==> src/rtl/fifo36_unpack9.sv <==
// Read-side unpacker for a 36-bit FIFO: pops one word at a time and streams it out
// as up to four 9-bit lanes (bit 8 = end-of-packet) on an ov/rdy handshake.
module fifo36_unpack9 #(
  parameter bit MSB_FIRST = 1'b1
) (
  input  logic        clk,
  input  logic        rst,
  input  logic [35:0] fifo_pdo,
  input  logic        fifo_empty,
  output logic        fifo_oe,
  output logic [8:0]  dout,
  output logic        ov,
  output logic        eop,
  input  logic        rdy,
  output logic        busy
);

  logic [35:0] word_q, word_d;
  logic [1:0]  lane_q, lane_d;
  logic        full_q, full_d;
  logic [1:0]  phys;
  logic        take;
  logic        last;

  // Lane selection and handshake terms.
  // NOTE: every signal assigned in always_comb gets a default first, so no path can infer a latch.
  always_comb begin
    phys = MSB_FIRST ? (2'd3 - lane_q) : lane_q;
    dout = 9'd0;
    if (full_q) begin
      unique case (phys)
        2'd0:    dout = word_q[8:0];
        2'd1:    dout = word_q[17:9];
        2'd2:    dout = word_q[26:18];
        default: dout = word_q[35:27];
      endcase
    end
    take = full_q & rdy;
    // A marker ends the word early; lanes behind it are dropped.
    last    = (lane_q == 2'd3) | dout[8];
    fifo_oe = ~rst & ~fifo_empty & (~full_q | (take & last));
    ov      = full_q;
    busy    = full_q;
    eop     = full_q & dout[8];
  end

  always_comb begin
    word_d = word_q;
    lane_d = lane_q;
    full_d = full_q;
    if (fifo_oe) begin
      word_d = fifo_pdo;
      lane_d = 2'd0;
      full_d = 1'b1;
    end else if (take && last) begin
      lane_d = 2'd0;
      full_d = 1'b0;
    end else if (take) begin
      lane_d = lane_q + 2'd1;
    end
  end

  // NOTE: sequential state uses non-blocking assignments only; reset is synchronous.
  always_ff @(posedge clk) begin
    if (rst) begin
      word_q <= 36'd0;
      lane_q <= 2'd0;
      full_q <= 1'b0;
    end else begin
      word_q <= word_d;
      lane_q <= lane_d;
      full_q <= full_d;
    end
  end

endmodule

==> config.mk <==
export PLATFORM = sky130hd
export DESIGN_NAME = fifo36_unpack9
export DESIGN_NICKNAME = d
export VERILOG_FILES = /design/src/rtl/fifo36_unpack9.sv
export SDC_FILE = /design/constraint.sdc
export NUM_CORES = 1
export LEC_CHECK = 0
export ABC_AREA = 1
export ABC_CLOCK_PERIOD_IN_PS = 1830
export CAP_MARGIN = 0
export CORE_UTILIZATION = 43
export CTS_CLUSTER_DIAMETER = 50
export CTS_CLUSTER_SIZE = 24
export DETAILED_ROUTE_END_ITERATION = 8
export PLACE_DENSITY_LB_ADDON = 0.08
export SLEW_MARGIN = 20
export SYNTH_ARGS = -nofsm -noshare
export SYNTH_HDL_FRONTEND = slang
export SYNTH_SLANG_ARGS = --single-unit
==> constraint.sdc <==
create_clock -name clk -period 1.83 [get_ports clk]
set_input_delay 0.366 -clock clk [delete_from_list [all_inputs] [get_ports clk]]
set_output_delay 0.366 -clock clk [all_outputs]
set_load 0.05 [all_outputs]
# --- Word-level counts from Yosys, hierarchy flattened ---
# Cells that the tools add are included.
op_classes:
  addsub: 2
  bitwise_logic: 10
  n_eq_ne: 3
  n_mux: 4
  reduce_logical: 4
op_table:
  columns: ["cell", "n"]
  rows:
  - ["$pmux W9 S3", 1]
  - ["$mux W9", 1]
  - ["$and A1 B1 Y1", 5]
  - ["$eq A2 B2 Y1 const B", 2]
  - ["$not A1 Y1", 3]
  - ["$reduce_or A3 Y1", 1]
  - ["$add A2 B1 Y2 const B", 1]
  - ["$eq A2 B1 Y1 const B", 1]
  - ["$logic_not A2 Y1", 1]
  - ["$mux W1", 2]
  - ["$or A1 B1 Y1", 2]
  - ["$reduce_bool A2 Y1", 1]
  - ["$sub A2 B2 Y2 const A", 1]
  - ["$logic_and A1 B1 Y1", 1]
totals:
  wordCells: 26
  ff_bits: 39
  input_bits: 40
  out_inout_bits: 13

# --- Longest topological paths before layout ---
# Gate-level depths: netlist (run 1).
depth:
  ltp_word: 9
  mapped_depth: 14
  depth_no_buf: 12

# --- Worst setup path after synthesis (run 1) ---
# OpenSTA, ideal clock, no wires.
synth_timing:
  kind: "register to output"
  from: "reg full_q (netlist: busy)"
  to: "out dout[0]"
  arrival_time_ps: 1862
  slack_ps: -398
  n_path_buf: 1
  stages_incl_launch_ff: 4
  required_ps: 1464
  cell_sequence: "dfxtp_1 clkbuf_2 o21ai_0 a31oi_1"
synth_between:
  elab_chain_len: 1
synth_lines:
  columns: ["item", "line", "text"]
  rows:
  - ["from (decl)", "20", "logic full_q, full_d;"]
  - ["from (signal assigned)", "72", "full_q <= full_d;"]
  - ["$mux W9", "30", "if (full_q) begin"]
  - ["to (decl)", "11", "output logic [8:0] dout,"]
# Every way passes these cells.

# --- Worst setup path after layout (run 1) ---
layout_timing:
  from: "reg lane_q[0]"
  to: "out fifo_oe"
layout_between:
  elab_chain_len: 8
  word_cells_on_any_way: 11
  classes_between: "1 x add/sub; 3 x eq/ne; 2 x mux; 4 x bitwise; 1 x reduce/logical"
layout_lines:
  columns: ["item", "line", "text"]
  rows:
  - ["from (decl)", "19", "logic [1:0] lane_q, lane_d;"]
  - ["from (signal assigned)", "71", "lane_q <= lane_d;"]
  - ["$sub A2 B2 Y2 *", "28", "phys = MSB_FIRST ? (2'd3 - lane_q) : lane_q;"]
  - ["net phys[0]", "21", "logic [1:0] phys;"]
  - ["$eq A2 B2 Y1, or another cell as far along", "31", "unique case (phys)"]
  - ["$pmux W9 S3 *", "31", null]
  - ["$mux W9 *", "30", null]
  - ["$or A1 B1 Y1 *", "40", "last = (lane_q == 2'd3) | dout[8];"]
  - ["$and A1 B1 Y1 *", "41", "fifo_oe = ~rst & ~fifo_empty & (~full_q | (take & last));"]
  - ["$or A1 B1 Y1 *", "41", null]
  - ["$and A1 B1 Y1 *", "41", null]
  - ["to (decl)", "10", "output logic fifo_oe,"]
# Mark *: on every way through the listed nets, which the timed path passes. The rest lies on a longest branch.

==> results.yml, run 1 <==
status:
  status: "finished, violations left"
  violations: "negative setup slack"
sta:
  worst_pin_slew_ps: 649.1
  fin_crit_ps: 2114
  rsz0062_at_grt: "yes"
  worst_slack_ps: -283.5
  skew_ps: 2.574
  hold_viol: 0
  finalMaxSlewViolations: 0
  period_share_pct: 115.5
  report.final.setup_viol: 11
  holdWs_ps: 462.6
  max_freq_mhz: 473.1
  maxSlewHeadroom_pct: 56.66
floorplan:
  io_pins: 53
  rows: 24
  die-area_um2: 4878
  die_h_um: 69.85
  die_x_um: 69.85
  initial_core_util_pct: 45.15
  core_um2: 4384
final_layout:
  diodes: 0
  fillers: 364
  multi_input_area_um2: 1184
  syn_to_final_growth_pct: 51.01
  final_area_um2: 2989
  drive_gt1_share_pct: 33.22
  final_common_cell: "nand2_1"
  layout_common_cells: "nand2_1, nand3_1, clkdlybuf4s50_1"
  nNetsFinal: 342
  fin_util_pct: 68.18
  register_area_um2: 789.5
logic_synthesis:
  synthTopCellsByArea: "dfxtp_1, nand3_1, nand3_2"
  yosysSeqAreaShare_pct: 39.44
  syn_nets: 286
  synthCells: 242
  syn_area_um2: 1979
  ys_types: 23
  yosys_warnings: 0
  syn_avg_cell_area_um2: 8.179
  ys_ff_latch: 39
  yosysTopAreaCellShare_pct: 39.44
  synth_largest_area_cell: "dfxtp_1"
power:
  combinationalPowerShare_pct: 22.8
  p_leak_nw: 1.199
  intPower_mw: 1.423
  switching_share_pct: 28.19
  power.density_nw_per_um2: 662.7
  total_power_mw: 1.981
  pwr-share-seq_pct: 47.7
  peakVddDrop_mv: 0.3797
  netSwitchingPower_uw: 558.5
  clkPwrFrac_pct: 29.4
grt:
  antenna_found_initial: 0
  first_global_vias: 1807
  grt_pass1_wl_mm: 8.500
  grt_overflow_total: 0
  grt_start_max_net_pins: 38
  grt.total_usage_pct: 22.19
setup_path:
  slowest_delay_ps: 390
  critical_path_class: "reg2out"
  crit_fanout: 4
  cpMostUsedCell: "nand2_2"
  endpoint_kind: "primary output"
  worst_setup_path_start_kind: "flop"
  crit_slowest_cell: "dfxtp_4"
  worst-path-buf-inv: 3
  worstReg2RegStart: "lane_q[0]"
  cp-startpoint: "lane_q[0]"
  path_cells: "inv_4 -> ha_4 -> nand2_2 -> nand2_2 -> o21ai_2 -> nand2_1 -> nand2_2 -> nand2_4 -> nand2_4 -> clkinvlp_4 -> buf_12"
  crit_required_ps: 1460
  critical-path-top-delay-family: "simple AND/OR/NAND/NOR gates"
  cp.arrival_ps: 1750
clock_tree:
  cts.path.max_buffers: 2
  cts_tree: "yes"
  cts_max_level: 2
  cts_sinks: 39
  clk_pin_slew_worst_paths_ps: 70
  cts_root_buf: "clkbuf_8"
  cts_made_buffers: 5
  cts_hold_buf: 0
  clock_latency_ps: 290
worst_hold_path:
  hp-start: "word_q[20]"
  min_path_type: "reg2reg"
routing:
  first_iter_violations: 96
  drtPass1Iterations: 4
  viasPerCell: 5.166
  wl_met3_um: 223
  wl_mm: 5.083
  wl_met1_mm: 2.384
  highest_layer: "met4"
  vias: 1808
  ant_nets: 0
  routed-wl-met2_mm: 2.379
  routedWlPerCell_um: 14.52
  drc: 0
placed_design:
  preCtsSetupSlack_ps: -23.51
  place_hpwl_mm: 3.400
  io_buffers: 52
  gp_congestion: 0.8296
  place_area_um2: 2783
run:
  cap_violations: 0
[synthesized netlist by cell type]
library cell   n
nor2_2         3
buf_4          5
a31oi_1        8
inv_2          1
ha_1           4
o21ai_0        8
inv_1          7
a21oi_1       10
o21ai_2        1
nand2_1       61
clkbuf_2       1
buf_8          3
nand3_2       23
inv_8          1
nand2_2        3
buf_2          3
nand3_1       49
clkbuf_1       3
a21oi_4        1
buf_6          5
nand2_4        2
o211ai_1       1
dfxtp_1       39
[flip-flops by register name (all words and copies together) (netlist names)]
signal / count
busy: 1
lane_q: 2
word_q: 36
[final timing paths]
check                     to  cells after the start  slack [ps]
hold reg to reg   word_q[20]                      2         460
hold / removal    word_q[20]                      2         460
setup / recovery     fifo_oe                     11        -280
setup reg to reg  word_q[33]                     14          70
[repair_timing]
item,4_1_cts,5_1_grt
setup buffers,1,2
setup endpoints to repair,11,46
pin swaps,6,6
resized for setup,14,11
[worst reg2reg max path, cell delays in order, from the launching register on]
cell and delay (ps):
dfxtp_4 390, inv_4 60, ha_4 180, inv_8 70, nor2_2 30, nor2_2 100
o21ai_2 80, nand2_1 80, nand2_2 70, nand2_4 90, nand2_4 70, buf_4 170
buf_12 150, nand3_1 70, nand2_1 70
[metal layers]
layer / vias to the layer above / track usage (%)
met5: - / 0
met1: 833 / 29.47
met3: 8 / 5.087
met2: 43 / 35.26
li1: 924 / -
met4: 0 / 7.778
[final cells by class]
cell class / count / share of cell area, %
timing repair buffer: 69 / 27.12
multi-input combinational: 174 / 39.60
sequential: 39 / 26.41
inverter: 9 / 1.758
clock inverter: 1 / 0.1674
clock buffer: 6 / 2.763
tap: 52 / 2.177
[power groups by stage]
| stage | Sequential [mW] | Clock, mW | Combinational (mW) |
|---|---|---|---|
| after floorplan | 0.955 | 0 | 0.253 |
| after global routing | 0.952 | 0.634 | 0.484 |
| final | 0.946 | 0.583 | 0.453 |
| after global placement | 0.962 | 0 | 0.433 |
| after CTS | 0.944 | 0.602 | 0.445 |
| after detailed placement | 0.964 | 0 | 0.435 |
[cells by family after synthesis]
logic type	count (synthesis)	synth area share [%]
AOI/OAI and AO/OA	29	8.724
DFF	39	39.44
and+or+nand+nor	141	38.62
adders and majority gates	4	2.529
buffers and inverters	29	10.68
[through the flow]
stage / cells / setup TNS (ps)
2_1_floorplan: 242 / -197.7
3_3_place_gp: 340 / -4.700
3_5_place_dp: 340 / -23.51
4_1_cts: 348 / -1606
5_1_grt: 350 / -2561
6_report: 350 / -1636
Power figures use the tool's default switching activity.
==> inputs of run 2 (changes only) <==
Settings changed: TNS_END_PERCENT set to 10.
==> results.yml, run 2 (synthesized netlist as in run 1, its figures left out) <==
status:
  status: "finished, violations left"
  violations: "negative setup slack"
routing:
  wl_mm: 5.009
  wl_met3_um: 314
  viasPerCell: 5.220
  wl_met1_mm: 2.238
  routed-wl-met2_mm: 2.389
  routedWlPerCell_um: 14.15
  ant_nets: 0
  highest_layer: "met4"
  drtPass1Iterations: 5
  drc: 0
  first_iter_violations: 83
  vias: 1848
clock_tree:
  cts_sinks: 39
  cts.path.max_buffers: 2
  cts_hold_buf: 0
  cts_made_buffers: 5
  cts_tree: "yes"
  clock_latency_ps: 300
  cts_root_buf: "clkbuf_8"
  clk_pin_slew_worst_paths_ps: 70
  cts_max_level: 2
setup_path:
  crit_fanout: 4
  path_cells: "inv_4 -> ha_4 -> nand2_2 -> nand2_2 -> o21ai_2 -> nand2_1 -> nand2_2 -> nand2_4 -> nand2_4 -> clkinvlp_4 -> buf_12"
  worst_setup_path_start_kind: "flop"
  r2r_cells: 14
  critical_path_class: "reg2out"
  crit_slowest_cell: "dfxtp_4"
  endpoint_kind: "primary output"
  cp.arrival_ps: 1750
  slowest_delay_ps: 390
  crit_required_ps: 1460
  cpMostUsedCell: "nand2_2"
grt:
  grt_start_max_net_pins: 38
  grt.total_usage_pct: 22.54
  antenna_found_initial: 0
  grt_pass1_wl_mm: 8.514
  grt_overflow_total: 0
  first_global_vias: 1788
sta:
  finalMaxSlewViolations: 0
  worst_slack_ps: -282.0
  fin_crit_ps: 2112
  period_share_pct: 115.4
  maxSlewHeadroom_pct: 58.58
  report.final.setup_viol: 11
  holdWs_ps: 463.5
  max_freq_mhz: 473.5
  skew_ps: 5.449
  setup_tns_ps: -1615
  hold_viol: 0
  rsz0062_at_grt: "yes"
  worst_pin_slew_ps: 620.5
final_layout:
  syn_to_final_growth_pct: 52.59
  diodes: 0
  fin_cells: 354
  layout_common_cells: "nand2_1, nand3_1, clkdlybuf4s50_1"
  register_area_um2: 788.3
  drive_gt1_share_pct: 33.11
  nNetsFinal: 345
  final_common_cell: "nand2_1"
  fin_util_pct: 68.89
  final_area_um2: 3020
  multi_input_area_um2: 1184
  fillers: 358
  largest_register_ff_count: 36
  largest_register: "word_q"
floorplan:
  rows: 24
  core_um2: 4384
  io_pins: 53
  die_x_um: 69.85
  initial_core_util_pct: 45.15
  die_h_um: 69.85
  die-area_um2: 4878
placed_design:
  place_area_um2: 2836
  preCtsSetupSlack_ps: -14.51
  gp_congestion: 0.8106
  io_buffers: 52
  place_hpwl_mm: 3.493
  place_inst: 344
power:
  p_leak_nw: 1.212
  power.density_nw_per_um2: 652.5
  total_power_mw: 1.971
  peakVddDrop_mv: 0.4716
run:
  cap_violations: 0
worst_hold_path:
  whs_path_depth: 2
  min_path_type: "reg2reg"
run 2: per-layer routing:
layer | GRT usage [%] | vias to the layer above
li1 | - | 936
met2 | 34.94 | 60
met3 | 6.250 | 9
met1 | 30.52 | 843
met5 | 0 | -
met4 | 6.667 | 0
run 2: worst paths after layout:
check / slack (ps) / startpoint / endpoint
setup / recovery: -280 / lane_q[0] / fifo_oe
setup reg to reg: 80 / lane_q[0] / word_q[3]
hold reg to reg: 460 / word_q[7] / word_q[7]
hold / removal: 460 / word_q[7] / word_q[7]
run 2: report_power, final:
group / internal (mW) / leakage (nW) / total, mW / switching, mW
registers: 0.905 / 0.322 / 0.941 / 0.0365
clock network: 0.267 / 0.0422 / 0.560 / 0.293
logic: 0.233 / 0.847 / 0.469 / 0.236
total: 1.41 / 1.21 / 1.97 / 0.566
run 2: worst max-delay path, delay by kind of cell, from the launching register on:
family | cells | cell delay (ps)
and+or+nand+nor | 6 | 440
AOI/OAI and AO/OA | 1 | 160
DFF | 1 | 390
buffers and inverters | 3 | 300
adders and majority gates | 1 | 160
run 2: repair_timing:
item,in CTS,in global routing
resized for setup,13,10
buffers inserted,1,1
endpoints found under the setup margin,11,45
pin swaps,6,6
run 2: final cells by class:
class	instances	share of cell area [%]
sequential	39	26.10
inverter	9	1.740
tap	52	2.154
timing repair buffer	72	28.13
clock buffer	7	2.527
multi-input combinational	174	39.19
clock inverter	1	0.1657
==> variant (settings of run 1) <==
Set the parameter `MSB_FIRST` to 1'b0 (it was 1'b1).
--- a/src/rtl/fifo36_unpack9.sv
+++ b/src/rtl/fifo36_unpack9.sv
@@ -1,7 +1,7 @@
 // Read-side unpacker for a 36-bit FIFO: pops one word at a time and streams it out
 // as up to four 9-bit lanes (bit 8 = end-of-packet) on an ov/rdy handshake.
 module fifo36_unpack9 #(
-  parameter bit MSB_FIRST = 1'b1
+  parameter bit MSB_FIRST = 1'b0
 ) (
   input  logic        clk,
   input  logic        rst,
Check against the original RTL: not equivalent (Yosys sat finds a counterexample within 4 cycles, from zero or initial values and one cycle with rst high).
==> variant against run 1 <==
  * The flow still finishes with violations (negative setup slack)
  * Total power down 3.4%
  * Worst setup slack lost 0.010 ns
  * Global-route usage down 1.3 points
  * Critical path type unchanged
  * Sequential power about the same
  * Sequential cell count unchanged
  * Worst hold slack improved by 0.0036 ns
  * Cell area decreased by 3.3%
  * Wire length shrank 4.6%
  * Synthesized area up 2.8%
==> variant: results (changes against run 1) <==
fillers = 381 (was 364)
synthesized area per cell = 8.372 µm² (was 8.179 µm²)
P_int = 1365 µW (was 1423 µW)
final wirelength = 4851 µm (was 5083 µm)
routed length on met2 = 2283 µm (was 2379 µm)
seq pwr = 943 µW (was 946 µW)
initial DRC count = 102 (was 96)
wl on met1 = 2292 µm (was 2384 µm)
worst slack at placement = -0.02508 ns (was -0.02351 ns)
asr flop ratio synth = 0% (unchanged)
wire per inst = 13.78 µm (was 14.52 µm)
number of global-route vias before repair = 1666 (was 1807)
top_reg_cell synth = dfxtp_1 (unchanged)
final setup margin = -0.2938 ns (was -0.2835 ns)
Setup-failing EPs final = 11 (unchanged)
violated checks = negative setup slack (unchanged)
Peak VDD IR = 474.7 µV (was 379.7 µV)
GRT Util Overall = 20.94% (was 22.19%)
post-synthesis compound-gate area fraction = 8.487% (was 8.723%)
RD Place Congestion = 0.7843 (was 0.8296)
buffers added on ports = 52 (unchanged)
clock network power share = 29.8% (was 29.4%)
outcome = finished with violations (unchanged)
Inst Count DP = 341 (was 340)
Post-CTS Setup Inserts = 2 (was 1)
Detailed Place HPWL = 3438 µm (was 3400 µm)
global-route wire length before repair = 8045 µm (was 8500 µm)
nets = 344 (was 342)
Slew headroom = 60.60% (was 56.66%)
Leak = 0.001194 µW (was 0.001199 µW)
top cells by area, synth = dfxtp_1, nand3_2, nand2_1 (was dfxtp_1, nand3_1, nand3_2)
placed cell area = 2770 µm² (was 2783 µm²)
top cell type's share of synthesized area = 38.38% (was 39.44%)
Clk Latency, worst-skew pair = 0.29 ns (about the same)
TNS Setup = -2.054 ns (was -1.636 ns)
# resized after CTS = 5 (was 14)
Commonest cells post-synth = nand2_1, nand3_1, dfxtp_1 (unchanged)
First-pass DRT Iterations = 6 (was 4)
syn_nets = 288 (was 286)
Crit path arrival time = 1.76 ns
CTS Buffer Depth = 2 (unchanged)
Worst Skew = 0.005928 ns (was 0.002574 ns)
Post-Synth Adder-Cell Area = 3.075% (was 2.528%)
via count = 1819 (was 1808)
Seq/Total Area, Yosys = 38.38% (was 39.44%)
clock group total power = 571 µW (was 583 µW)
share of cells above drive strength 1 = 32.67% (was 33.22%)
met3 WL = 204 µm (was 223 µm)
top fanout value on the critical path = 5 (was 4)
[variant: final timing paths]
path	startpoint	to	slack, ns	cells after the start
worst max register to register	lane_q[0]	word_q[13]	0.09	12
worst min-delay path	word_q[33]	word_q[33]	0.47	2
worst min register to register	word_q[33]	word_q[33]	0.47	2
worst max-delay path	lane_q[0]	fifo_oe	-0.29	11
[variant: area by class of cell]
| cell class | instances | area, µm² | area share (%) |
|---|---|---|---|
| clock buffers | 6 | 72.57 | 2.512 |
| clock inverters | 2 | 11.26 | 0.3898 |
| inverters | 9 | 50.05 | 1.732 |
| multi-input cells | 175 | 1135 | 39.28 |
| flip-flops and latches | 39 | 789.5 | 27.33 |
| well taps | 52 | 65.06 | 2.252 |
| repair buffers | 69 | 765.7 | 26.50 |
[variant: routing by layer]
| metal | vias to the layer above | track usage (%) |
|---|---|---|
| met1 | 844 | 28.14 |
| met2 | 40 | 33.33 |
| li1 | 929 | - |
| met4 | 0 | 7.333 |
| met5 | - | 0 |
| met3 | 6 | 4.558 |
